<file path="src/rtl/imm_gen_stage_pkg.sv">
// rtl/imm_gen_stage_pkg.sv - shared instruction defines, format codes and decode helpers
`ifndef IMM_GEN_DEFINES_SVH
`define IMM_GEN_DEFINES_SVH
`define INST_WIDTH 32
`define OPCODE     6:0
`define FUNCT3     14:12

`define OPC_LOAD   7'b0000011
`define OPC_ALUI   7'b0010011
`define OPC_AUIPC  7'b0010111
`define OPC_ALUIW  7'b0011011
`define OPC_STORE  7'b0100011
`define OPC_OP     7'b0110011
`define OPC_LUI    7'b0110111
`define OPC_OPW    7'b0111011
`define OPC_BRANCH 7'b1100011
`define OPC_JALR   7'b1100111
`define OPC_JAL    7'b1101111
`define OPC_SYSTEM 7'b1110011

`define FMT_R 3'd0
`define FMT_I 3'd1
`define FMT_S 3'd2
`define FMT_B 3'd3
`define FMT_U 3'd4
`define FMT_J 3'd5
`define FMT_Z 3'd6
`define FMT_X 3'd7
`endif

package imm_gen_stage_pkg;

    localparam logic [15:0] ILLEGAL_CNT_MAX = 16'hFFFF;

    // funct3 001 (sll) and 101 (srl/sra) carry a shift amount instead of an immediate
    function automatic logic is_shift_imm(input logic [2:0] funct3);
        return funct3[1:0] == 2'b01;
    endfunction

endpackage

</file>
<file path="src/rtl/imm_decode.sv">
// rtl/imm_decode.sv - combinational immediate/format decoder
module imm_decode
    import imm_gen_stage_pkg::*;
#(
    parameter int XLEN = 32
) (
    input  logic [`INST_WIDTH-1:0] inst,
    output logic [XLEN-1:0]        imm,
    output logic [2:0]             fmt,
    output logic                   illegal
);

    localparam bit RV64 = (XLEN == 64);

    logic [6:0] opcode;
    logic [2:0] funct3;

    assign opcode = inst[`OPCODE];
    assign funct3 = inst[`FUNCT3];

    always_comb begin
        imm     = '0;
        fmt     = `FMT_X;
        illegal = 1'b0;
        case (opcode)
            `OPC_LOAD, `OPC_JALR: begin
                fmt = `FMT_I;
                imm = XLEN'($signed(inst[31:20]));
            end
            `OPC_ALUI: begin
                fmt = `FMT_I;
                if (is_shift_imm(funct3))
                    imm = RV64 ? XLEN'(inst[25:20]) : XLEN'(inst[24:20]);
                else
                    imm = XLEN'($signed(inst[31:20]));
            end
            `OPC_ALUIW: begin
                if (RV64) begin
                    fmt = `FMT_I;
                    if (is_shift_imm(funct3))
                        imm = XLEN'(inst[24:20]);
                    else
                        imm = XLEN'($signed(inst[31:20]));
                end else begin
                    illegal = 1'b1;
                end
            end
            `OPC_SYSTEM: begin
                // funct3[2] selects the CSR immediate forms, whose rs1 field is a zimm
                if (funct3[2]) begin
                    fmt = `FMT_Z;
                    imm = XLEN'(inst[19:15]);
                end else begin
                    fmt = `FMT_I;
                    imm = XLEN'($signed(inst[31:20]));
                end
            end
            `OPC_STORE: begin
                fmt = `FMT_S;
                imm = XLEN'($signed({inst[31:25], inst[11:7]}));
            end
            `OPC_BRANCH: begin
                fmt = `FMT_B;
                imm = XLEN'($signed({inst[31], inst[7], inst[30:25], inst[11:8], 1'b0}));
            end
            `OPC_LUI, `OPC_AUIPC: begin
                fmt = `FMT_U;
                imm = XLEN'($signed({inst[31:12], 12'b0}));
            end
            `OPC_JAL: begin
                fmt = `FMT_J;
                imm = XLEN'($signed({inst[31], inst[19:12], inst[20], inst[30:21], 1'b0}));
            end
            `OPC_OP: begin
                fmt = `FMT_R;
            end
            `OPC_OPW: begin
                if (RV64)
                    fmt = `FMT_R;
                else
                    illegal = 1'b1;
            end
            default: begin
                illegal = 1'b1;
            end
        endcase
        if (illegal) begin
            fmt = `FMT_X;
            imm = '0;
        end
    end

endmodule

</file>
<file path="src/rtl/imm_gen_stage.sv">
// rtl/imm_gen_stage.sv - immediate generation stage with valid/ready handshake and optional skid
module imm_gen_stage
    import imm_gen_stage_pkg::*;
#(
    parameter int XLEN    = 32,
    parameter int SKID_EN = 1
) (
    input  logic                   i_clk,
    input  logic                   i_rst,
    input  logic                   i_valid,
    output logic                   o_ready,
    input  logic [`INST_WIDTH-1:0] i_inst,
    output logic                   o_valid,
    input  logic                   i_ready,
    output logic [XLEN-1:0]        o_imm,
    output logic [2:0]             o_fmt,
    output logic                   o_illegal,
    output logic [15:0]            o_illegal_cnt
);

    logic [XLEN-1:0] dec_imm;
    logic [2:0]      dec_fmt;
    logic            dec_ill;

    imm_decode #(.XLEN(XLEN)) u_imm_decode (
        .inst    (i_inst),
        .imm     (dec_imm),
        .fmt     (dec_fmt),
        .illegal (dec_ill)
    );

    logic            out_valid;
    logic [XLEN-1:0] out_imm;
    logic [2:0]      out_fmt;
    logic            out_ill;
    logic            skid_valid;
    logic [XLEN-1:0] skid_imm;
    logic [2:0]      skid_fmt;
    logic            skid_ill;
    logic [15:0]     ill_cnt;
    logic            in_fire;
    logic            out_fire;

    // Reset masks the handshake immediately so nothing transfers in a reset cycle
    assign o_valid  = out_valid && !i_rst;
    assign o_ready  = !i_rst && ((SKID_EN != 0) ? !skid_valid : (!out_valid || i_ready));
    assign in_fire  = i_valid && o_ready;
    assign out_fire = o_valid && i_ready;

    assign o_imm         = out_imm;
    assign o_fmt         = out_fmt;
    assign o_illegal     = out_ill;
    assign o_illegal_cnt = ill_cnt;

    always_ff @(posedge i_clk) begin
        if (i_rst) begin
            out_valid  <= 1'b0;
            out_imm    <= '0;
            out_fmt    <= '0;
            out_ill    <= 1'b0;
            skid_valid <= 1'b0;
            skid_imm   <= '0;
            skid_fmt   <= '0;
            skid_ill   <= 1'b0;
            ill_cnt    <= '0;
        end else begin
            if (in_fire && dec_ill && ill_cnt != ILLEGAL_CNT_MAX)
                ill_cnt <= ill_cnt + 16'd1;

            if (skid_valid) begin
                // o_ready is low while the skid is full, so only a drain can happen here
                if (out_fire) begin
                    out_imm    <= skid_imm;
                    out_fmt    <= skid_fmt;
                    out_ill    <= skid_ill;
                    skid_valid <= 1'b0;
                end
            end else if (in_fire) begin
                if (!out_valid || out_fire) begin
                    out_valid <= 1'b1;
                    out_imm   <= dec_imm;
                    out_fmt   <= dec_fmt;
                    out_ill   <= dec_ill;
                end else if (SKID_EN != 0) begin
                    skid_valid <= 1'b1;
                    skid_imm   <= dec_imm;
                    skid_fmt   <= dec_fmt;
                    skid_ill   <= dec_ill;
                end
            end else if (out_fire) begin
                out_valid <= 1'b0;
            end
        end
    end

endmodule

</file>
<file path="config.mk">
export PLATFORM = sky130hd
export DESIGN_NAME = imm_gen_stage
export DESIGN_NICKNAME = d
export VERILOG_FILES = /design/src/rtl/imm_gen_stage_pkg.sv /design/src/rtl/imm_decode.sv /design/src/rtl/imm_gen_stage.sv
export SDC_FILE = /design/constraint.sdc
export NUM_CORES = 1
export LEC_CHECK = 0
export ABC_AREA = 1
export CAP_MARGIN = 5
export CORE_MARGIN = 2
export CORE_UTILIZATION = 58
export CTS_CLUSTER_SIZE = 10
export DETAILED_ROUTE_END_ITERATION = 8
export HOLD_SLACK_MARGIN = 0.02
export PLACE_DENSITY_LB_ADDON = 0.1
export SETUP_SLACK_MARGIN = 0.15
export SLEW_MARGIN = 10
export SYNTH_ARGS = -nofsm -noshare
export SYNTH_HDL_FRONTEND = slang
export SYNTH_SLANG_ARGS = --single-unit
</file>
<file path="constraint.sdc">
create_clock -name i_clk -period 3.35 [get_ports i_clk]
set_input_delay 0.5025 -clock i_clk [delete_from_list [all_inputs] [get_ports i_clk]]
set_output_delay 0.5025 -clock i_clk [all_outputs]
set_load 0.05 [all_outputs]
</file>
==> results of run 1 <==
worst min-delay path by stage:
stage	startpoint	slack [ps]	end	cells after the start
2_1_floorplan	skid_imm[6]	490	skid_imm[6]	2
3_3_place_gp	o_imm[8]	510	o_imm[8]	2
3_5_place_dp	o_imm[3]	510	o_imm[3]	2
4_1_cts	o_imm[3]	530	o_imm[3]	2
5_1_grt	o_imm[3]	540	o_imm[3]	2
6_report	o_imm[3]	520	o_imm[3]	2
metal layers:
layer / global-route usage [%] / vias to the layer above / wire length (um)
met5: 0 / - / 0
met4: 11.0 / 0 / 327
met3: 5.58 / 31 / 1100
met2: 50.7 / 270 / 7110
met1: 41.9 / 2539 / 6370
li1: - / 2726 / -
through the flow:
step	util [%]	total power, W
floorplan	-	0.00151
global placement	69.8	0.00170
detailed placement	69.8	0.00171
CTS	72.2	0.00249
global route	72.2	0.00258
finish	72.2	0.00248
cell type report:
cell class | instances | share of cell area [%]
timing repair buffer | 103 | 16.5
multi-input combinational | 587 | 44.7
clock inverter | 6 | 1.16
inverter | 72 | 4.35
tap | 108 | 2.17
sequential | 90 | 28.9
clock buffer | 10 | 2.21
flip-flops by register name (all words and copies together), names as in the netlist:
name,cells
o_illegal,1
o_imm,32
skid_valid,1
skid_ill,1
skid_imm,32
o_fmt,3
skid_fmt,3
out_valid,1
o_illegal_cnt,16
cells by family (layout without fill, tap and decap cells):
group,Yosys count,count (layout)
xor+xnor,14,14
flops,90,90
fa+ha+maj,1,1
buf+inv,119,191
compound gates,196,196
simple gates,376,376
placed cells by master (no fill, tap or decap), drive strengths merged, types with 4 or more instances in the layout:
master / n
clkdlybuf4s50: 87
nand3: 92
clkbuf: 10
clkinv: 5
nor2: 154
a21oi: 101
xor2: 6
nand3b: 4
o21ai: 95
xnor2: 8
nand2: 125
buf: 16
dfxtp: 90
inv: 72
power groups by stage:
stage / logic, W / registers (W) / clock network (W)
after floorplan: 0.000199 / 0.00131 / 0
after global placement: 0.000518 / 0.00118 / 0
after detailed placement: 0.000527 / 0.00118 / 0
after CTS: 0.000529 / 0.00116 / 0.000803
after global routing: 0.000570 / 0.00116 / 0.000851
final: 0.000531 / 0.00116 / 0.000793
critical path, delay by kind of cell:
family	cells	cell delay, ps
AND/OR/NAND/NOR	4	560
buffers and inverters	5	1330
AO/OA/AOI/OAI	2	300
==> results.sh, run 1 <==
export IMPL_drive_gt1_share_pct=8.18
export IMPL_drt_drc_violations_left=0
export IMPL_worst_setup_path_start_kind="primary input"
export IMPL_dieWidth_um=98.1
export IMPL_reg2reg_to="o_imm[18]"
export IMPL_number_of_fill_cells_in_the_layout=718
export IMPL_ys_top_cells_by_area="dfxtp_1 35%, nor2_1 11%, a21oi_1 9.1%, nand3_1 8.6%, nand2_1 8.4%"
export IMPL_number_of_hold_violations_in_the_final_report=0
export IMPL_ys_flop_type="dfxtp_1"
export IMPL_synth_seq_cells=90
export IMPL_grt_setup_unrepaired="no"
export IMPL_critPathSlowestCell="inv_1"
export IMPL_average_cell_area_after_synthesis_um2=6.45
export IMPL_comb_power_share_pct=21.4
export IMPL_worst_path_max_stage_delay_ps=520
export IMPL_synthDominantCellAreaShare_pct=35.1
export IMPL_stdcell_count=976
export IMPL_ys_async_sr_fraction_pct=0
export IMPL_drt_wirelength_per_cell_um=15.3
export IMPL_dieHeight_um=98.1
export IMPL_seq_power_share_pct=46.6
export IMPL_critical_path_cell_chain="clkdlybuf4s50_1 -> inv_1 -> nand2_1 -> nor2_2 -> buf_4 -> nand2_1 -> o21ai_1 -> inv_1 -> nand3_1 -> o21ai_0 -> inv_1"
export IMPL_global_route_wire_length_before_repair_um=24900
export IMPL_internal_power_w=0.00168
export IMPL_grt_start_max_net_pins=39
export IMPL_nNetsFinal=900
export IMPL_finish_instance_area_um2=6240
export IMPL_core_area_um2=8640
export IMPL_setup_ws_ps=919
export IMPL_initial_util_pct=59.5
export IMPL_pre_cts_ws_ps=593
export IMPL_cts_tree="done"
export IMPL_timing_fmax_mhz=411
export IMPL_io_pins=90
export IMPL_placedCellCount=960
export IMPL_arrival_ps=2690
export IMPL_synth_xor_area_share_pct=2.39
export IMPL_relSlewSlack_pct=53.0
export IMPL_post_synth_top_area_cell="dfxtp_1"
export IMPL_p_sw_w=0.000803
export IMPL_crit_end="skid_imm[22]"
export IMPL_layout_area_overhead_vs_synth_pct=21.4
export IMPL_power_static_leakage_nw=2.71
export IMPL_grtUsageTotal_pct=31.2
export IMPL_timing_reg2reg_setup_slack_ps=1300
export IMPL_netlist_top_cells_count="144 x nor2_1, 115 x nand2_1, 93 x a21oi_1"
export IMPL_route_detailed_vias_per_inst=5.70
export IMPL_post_cts_hold_buffer_count=0
export IMPL_synth_edff_count=0
export IMPL_cap_violations=0
export IMPL_clock_path_buffers=2
export IMPL_drt_total_wl_um=14900
export IMPL_dp_final_hpwl_um=10300
export IMPL_floorplan_rows=34
export IMPL_worst_ir_drop_vdd_mv=0.300
export IMPL_path_common_cell="inv_1"
export IMPL_critPathKind="in2reg"
export IMPL_grt_overflow_total=0
export IMPL_antenna_left=0
export IMPL_crit_fanout=21
export IMPL_synth_most_common_cell="nor2_1"
export IMPL_postPlaceCellArea_um2=6030
export IMPL_detailroute_via_count=5566
export IMPL_cts_repair_resize_count=0
export IMPL_grt_antenna_before_repair=0
export IMPL_postSynthCellCount=796
export IMPL_yosysSeqAreaShare_pct=35.1
export IMPL_synth_lib_cells_used_distinct=29
export IMPL_worstSetupEndpointType="register"
export IMPL_launch_point_of_the_worst_path="i_inst[2]"
export IMPL_synth_net_count=833
export IMPL_firstDrtPassIters=5
export IMPL_synthesis_yosys_warnings=0
export IMPL_switching_share_pct=32.4
export IMPL_period_share_pct=72.6
export IMPL_synth_adder_area_share_pct=0.244
export IMPL_finalWorstPathRequiredPeriod_ps=2430
export IMPL_cts_max_level=3
export IMPL_skew_ps=16.7
export IMPL_detailedRoute_firstIterationViolations=415
export IMPL_clk_sink_count=90
export IMPL_tightest_slew_ps=704
export IMPL_power_density_nw_per_um2=398
export IMPL_finalSetupViolations=0
export IMPL_synth_simple_gate_area_share_pct=32.0
export IMPL_hold_path_class="reg2reg"
export IMPL_timing_hold_ws_ps=523
export IMPL_antennaDiodeCount=0
export IMPL_mapped_area_um2=5140
export IMPL_routability_driven_placement_congestion_ratio=0.914
export IMPL_port_buffers=89
export IMPL_tns_ps=0
export IMPL_main_combinational_cell_family_by_area_after_synthesis="simple AND/OR/NAND/NOR gates"
export IMPL_floorplan_die_area_um2=9620
export IMPL_worst_ep_required_time_ps=3610
export IMPL_register_area_um2=1800
export IMPL_multiInputGateArea_um2=2790
export IMPL_timing_rr_start="skid_valid"
export IMPL_vias_in_the_first_global_route=5205
export IMPL_root_buffer="clkbuf_8"
export IMPL_clk_latency_ps=370
export IMPL_timing_max_transition_violations_final=0
export IMPL_cts_made_buffers=9
export IMPL_run_status="completed"
export IMPL_cts_setup_buffers=0
export IMPL_worst_setup_hold_path_clk_slew_ps=90
export IMPL_post_synth_mux_area_share_pct=0
export IMPL_synth_compound_area_share_pct=19.7
export IMPL_pwr_share_clk_pct=32.0
export IMPL_rr_worst_depth=6
Note: power is estimated with default switching activity, not from simulation.
==> run 2: changes to the inputs <==
--- a/config.mk
+++ b/config.mk
@@ -8,7 +8,7 @@
 export ABC_AREA = 1
 export CAP_MARGIN = 5
 export CORE_MARGIN = 2
-export CORE_UTILIZATION = 58
+export CORE_UTILIZATION = 48
 export CTS_CLUSTER_SIZE = 10
 export DETAILED_ROUTE_END_ITERATION = 8
 export HOLD_SLACK_MARGIN = 0.02
==> constraint.sdc (replaced) <==
create_clock -name i_clk -period 2.17 [get_ports i_clk]
set_input_delay 0.3255 -clock i_clk [delete_from_list [all_inputs] [get_ports i_clk]]
set_output_delay 0.3255 -clock i_clk [all_outputs]
set_load 0.05 [all_outputs]
==> run 2 against run 1 <==
Effect of this change:
- global-route usage down 4.7 points
- largest cell class unchanged
- worst setup slack got worse by 730 ps
- cell count increased by 4.8%
- die area grew 20%
- combinational power rose by 61%
- critical path depth decreased by 10
- critical path type is now reg2out
==> results.sh, run 2 (synthesized netlist as in run 1, its figures left out) <==
export IMPL_power_static_leakage_nw=3.00
export IMPL_dieHeight_um=107
export IMPL_worst_setup_hold_path_clk_slew_ps=100
export IMPL_run_status="completed"
export IMPL_crit_fanout=4
export IMPL_design_power_total_w=0.00386
export IMPL_grt_antenna_before_repair=0
export IMPL_critPathKind="reg2out"
export IMPL_critical_path_n_buffers_inverters=1
export IMPL_arrival_ps=1660
export IMPL_pwr_share_clk_pct=31.6
export IMPL_finalWorstPathRequiredPeriod_ps=1980
export IMPL_floorplan_die_area_um2=11500
export IMPL_io_pins=90
export IMPL_timing_hold_ws_ps=520
export IMPL_timing_max_transition_violations_final=0
export IMPL_initial_util_pct=49.5
export IMPL_grt_overflow_total=0
export IMPL_relSlewSlack_pct=24.7
export IMPL_comb_power_share_pct=22.1
export IMPL_grtUsageTotal_pct=26.5
export IMPL_detailedRoute_firstIterationViolations=538
export IMPL_skew_ps=11.0
export IMPL_drive_gt1_share_pct=10.3
export IMPL_tightest_slew_ps=1120
export IMPL_floorplan_rows=37
export IMPL_critical_path_top_delay_family="buffers and inverters"
export IMPL_global_route_wire_length_before_repair_um=24500
export IMPL_internal_power_w=0.00259
export IMPL_clock_path_buffers=2
export IMPL_seq_power_share_pct=46.2
export IMPL_dp_final_hpwl_um=10900
export IMPL_nNetsFinal=919
export IMPL_launch_point_of_the_worst_path="o_illegal_cnt[15]"
export IMPL_worstSetupEndpointType="primary output"
export IMPL_timing_rr_start="o_illegal_cnt[1]"
export IMPL_grt_setup_unrepaired="no"
export IMPL_critPathSlowestCell="clkdlybuf4s50_1"
export IMPL_root_buffer="clkbuf_8"
export IMPL_drt_total_wl_um=15000
export IMPL_grt_start_max_net_pins=38
export IMPL_worst_setup_path_start_kind="register"
export IMPL_cts_tree="done"
export IMPL_worst_ep_required_time_ps=1840
export IMPL_finalSetupViolations=0
export IMPL_worst_hold_startpoint="o_illegal_cnt[14]"
export IMPL_antenna_left=0
export IMPL_worst_ir_drop_vdd_mv=0.316
export IMPL_layout_cells_most_common_list="143 x nor2_1, 115 x nand2_1, 93 x a21oi_1, 89 x dfxtp_1, 88 x nand3_1"
export IMPL_layout_commonest_cell="nor2_1"
export IMPL_clk_sink_count=90
export IMPL_switching_share_pct=32.8
export IMPL_placedCellCount=1007
export IMPL_vias_in_the_first_global_route=5029
export IMPL_drt_drc_violations_left=0
export IMPL_worst_path_max_stage_delay_ps=840
export IMPL_layout_area_overhead_vs_synth_pct=26.7
export IMPL_number_of_fill_cells_in_the_layout=994
export IMPL_critical_path_cell_chain="clkdlybuf4s50_1"
export IMPL_hold_path_class="reg2reg"
export IMPL_timing_fmax_mhz=504
export IMPL_p_sw_w=0.00127
export IMPL_dieWidth_um=107
export IMPL_clk_latency_ps=380
export IMPL_final_util_pct=62.7
export IMPL_antennaDiodeCount=0
export IMPL_routability_driven_placement_congestion_ratio=0.898
export IMPL_cts_max_level=3
export IMPL_firstDrtPassIters=7
export IMPL_route_detailed_vias_per_inst=5.43
export IMPL_port_buffers=89
export IMPL_number_of_hold_violations_in_the_final_report=0
export IMPL_cts_made_buffers=9
export IMPL_detailroute_via_count=5552
export IMPL_period_share_pct=91.4
export IMPL_drt_wirelength_per_cell_um=14.7
export IMPL_core_area_um2=10400
export IMPL_cap_violations=0
export IMPL_stdcell_count=1023
export IMPL_power_density_nw_per_um2=594
-- run 2: metrics by stage --
stage          cell area [um2]  setup TNS (ps)  setup WS (ps)
2_1_floorplan             5140               0            223
3_3_place_gp              6280               0           18.1
3_5_place_dp              6280            -382          -39.4
4_1_cts                   6480               0            152
5_1_grt                   6500               0            150
6_report                  6500               0            186
-- run 2: layout make-up --
class                   count  area, um2  share of cell area, %
multi-input cells         587       2790                   42.9
flip-flops and latches     90       1800                   27.7
repair buffers            122       1260                   19.4
inverters                  72        272                   4.17
well taps                 136        170                   2.62
clock buffers               9        124                   1.90
clock inverters             7       85.1                   1.31
-- run 2: path summary, 6_finish.rpt --
| path | to | slack (ps) | depth (start not counted) |
|---|---|---|---|
| max reg2reg | o_illegal_cnt[0] | 360 | 10 |
| max | o_illegal_cnt[15] | 190 | 1 |
| min | o_illegal_cnt[14] | 520 | 2 |
| min reg2reg | o_illegal_cnt[14] | 520 | 2 |
-- run 2: power groups by stage --
stage               registers [W]  logic, W  clock network, W
floorplan                 0.00203  0.000308                 0
global placement          0.00182  0.000845                 0
detailed placement        0.00182  0.000851                 0
CTS                       0.00179  0.000853           0.00124
global route              0.00180  0.000915           0.00130
finish                    0.00179  0.000854           0.00122
-- run 2: per-layer routing --
layer / up-vias / part of all wire [%] / track usage, %
li1: 2762 / - / -
met1: 2576 / 46 / 35.8
met2: 189 / 47 / 43.7
met3: 25 / 5.5 / 3.69
met4: 0 / 1.9 / 8.42
met5: - / 0 / 0
-- run 2: what timing repair did --
item	in CTS	in global routing
hold buffers	0	0
setup buffers	0	0
endpoints found under the setup margin	4	9
resized for setup	4	9
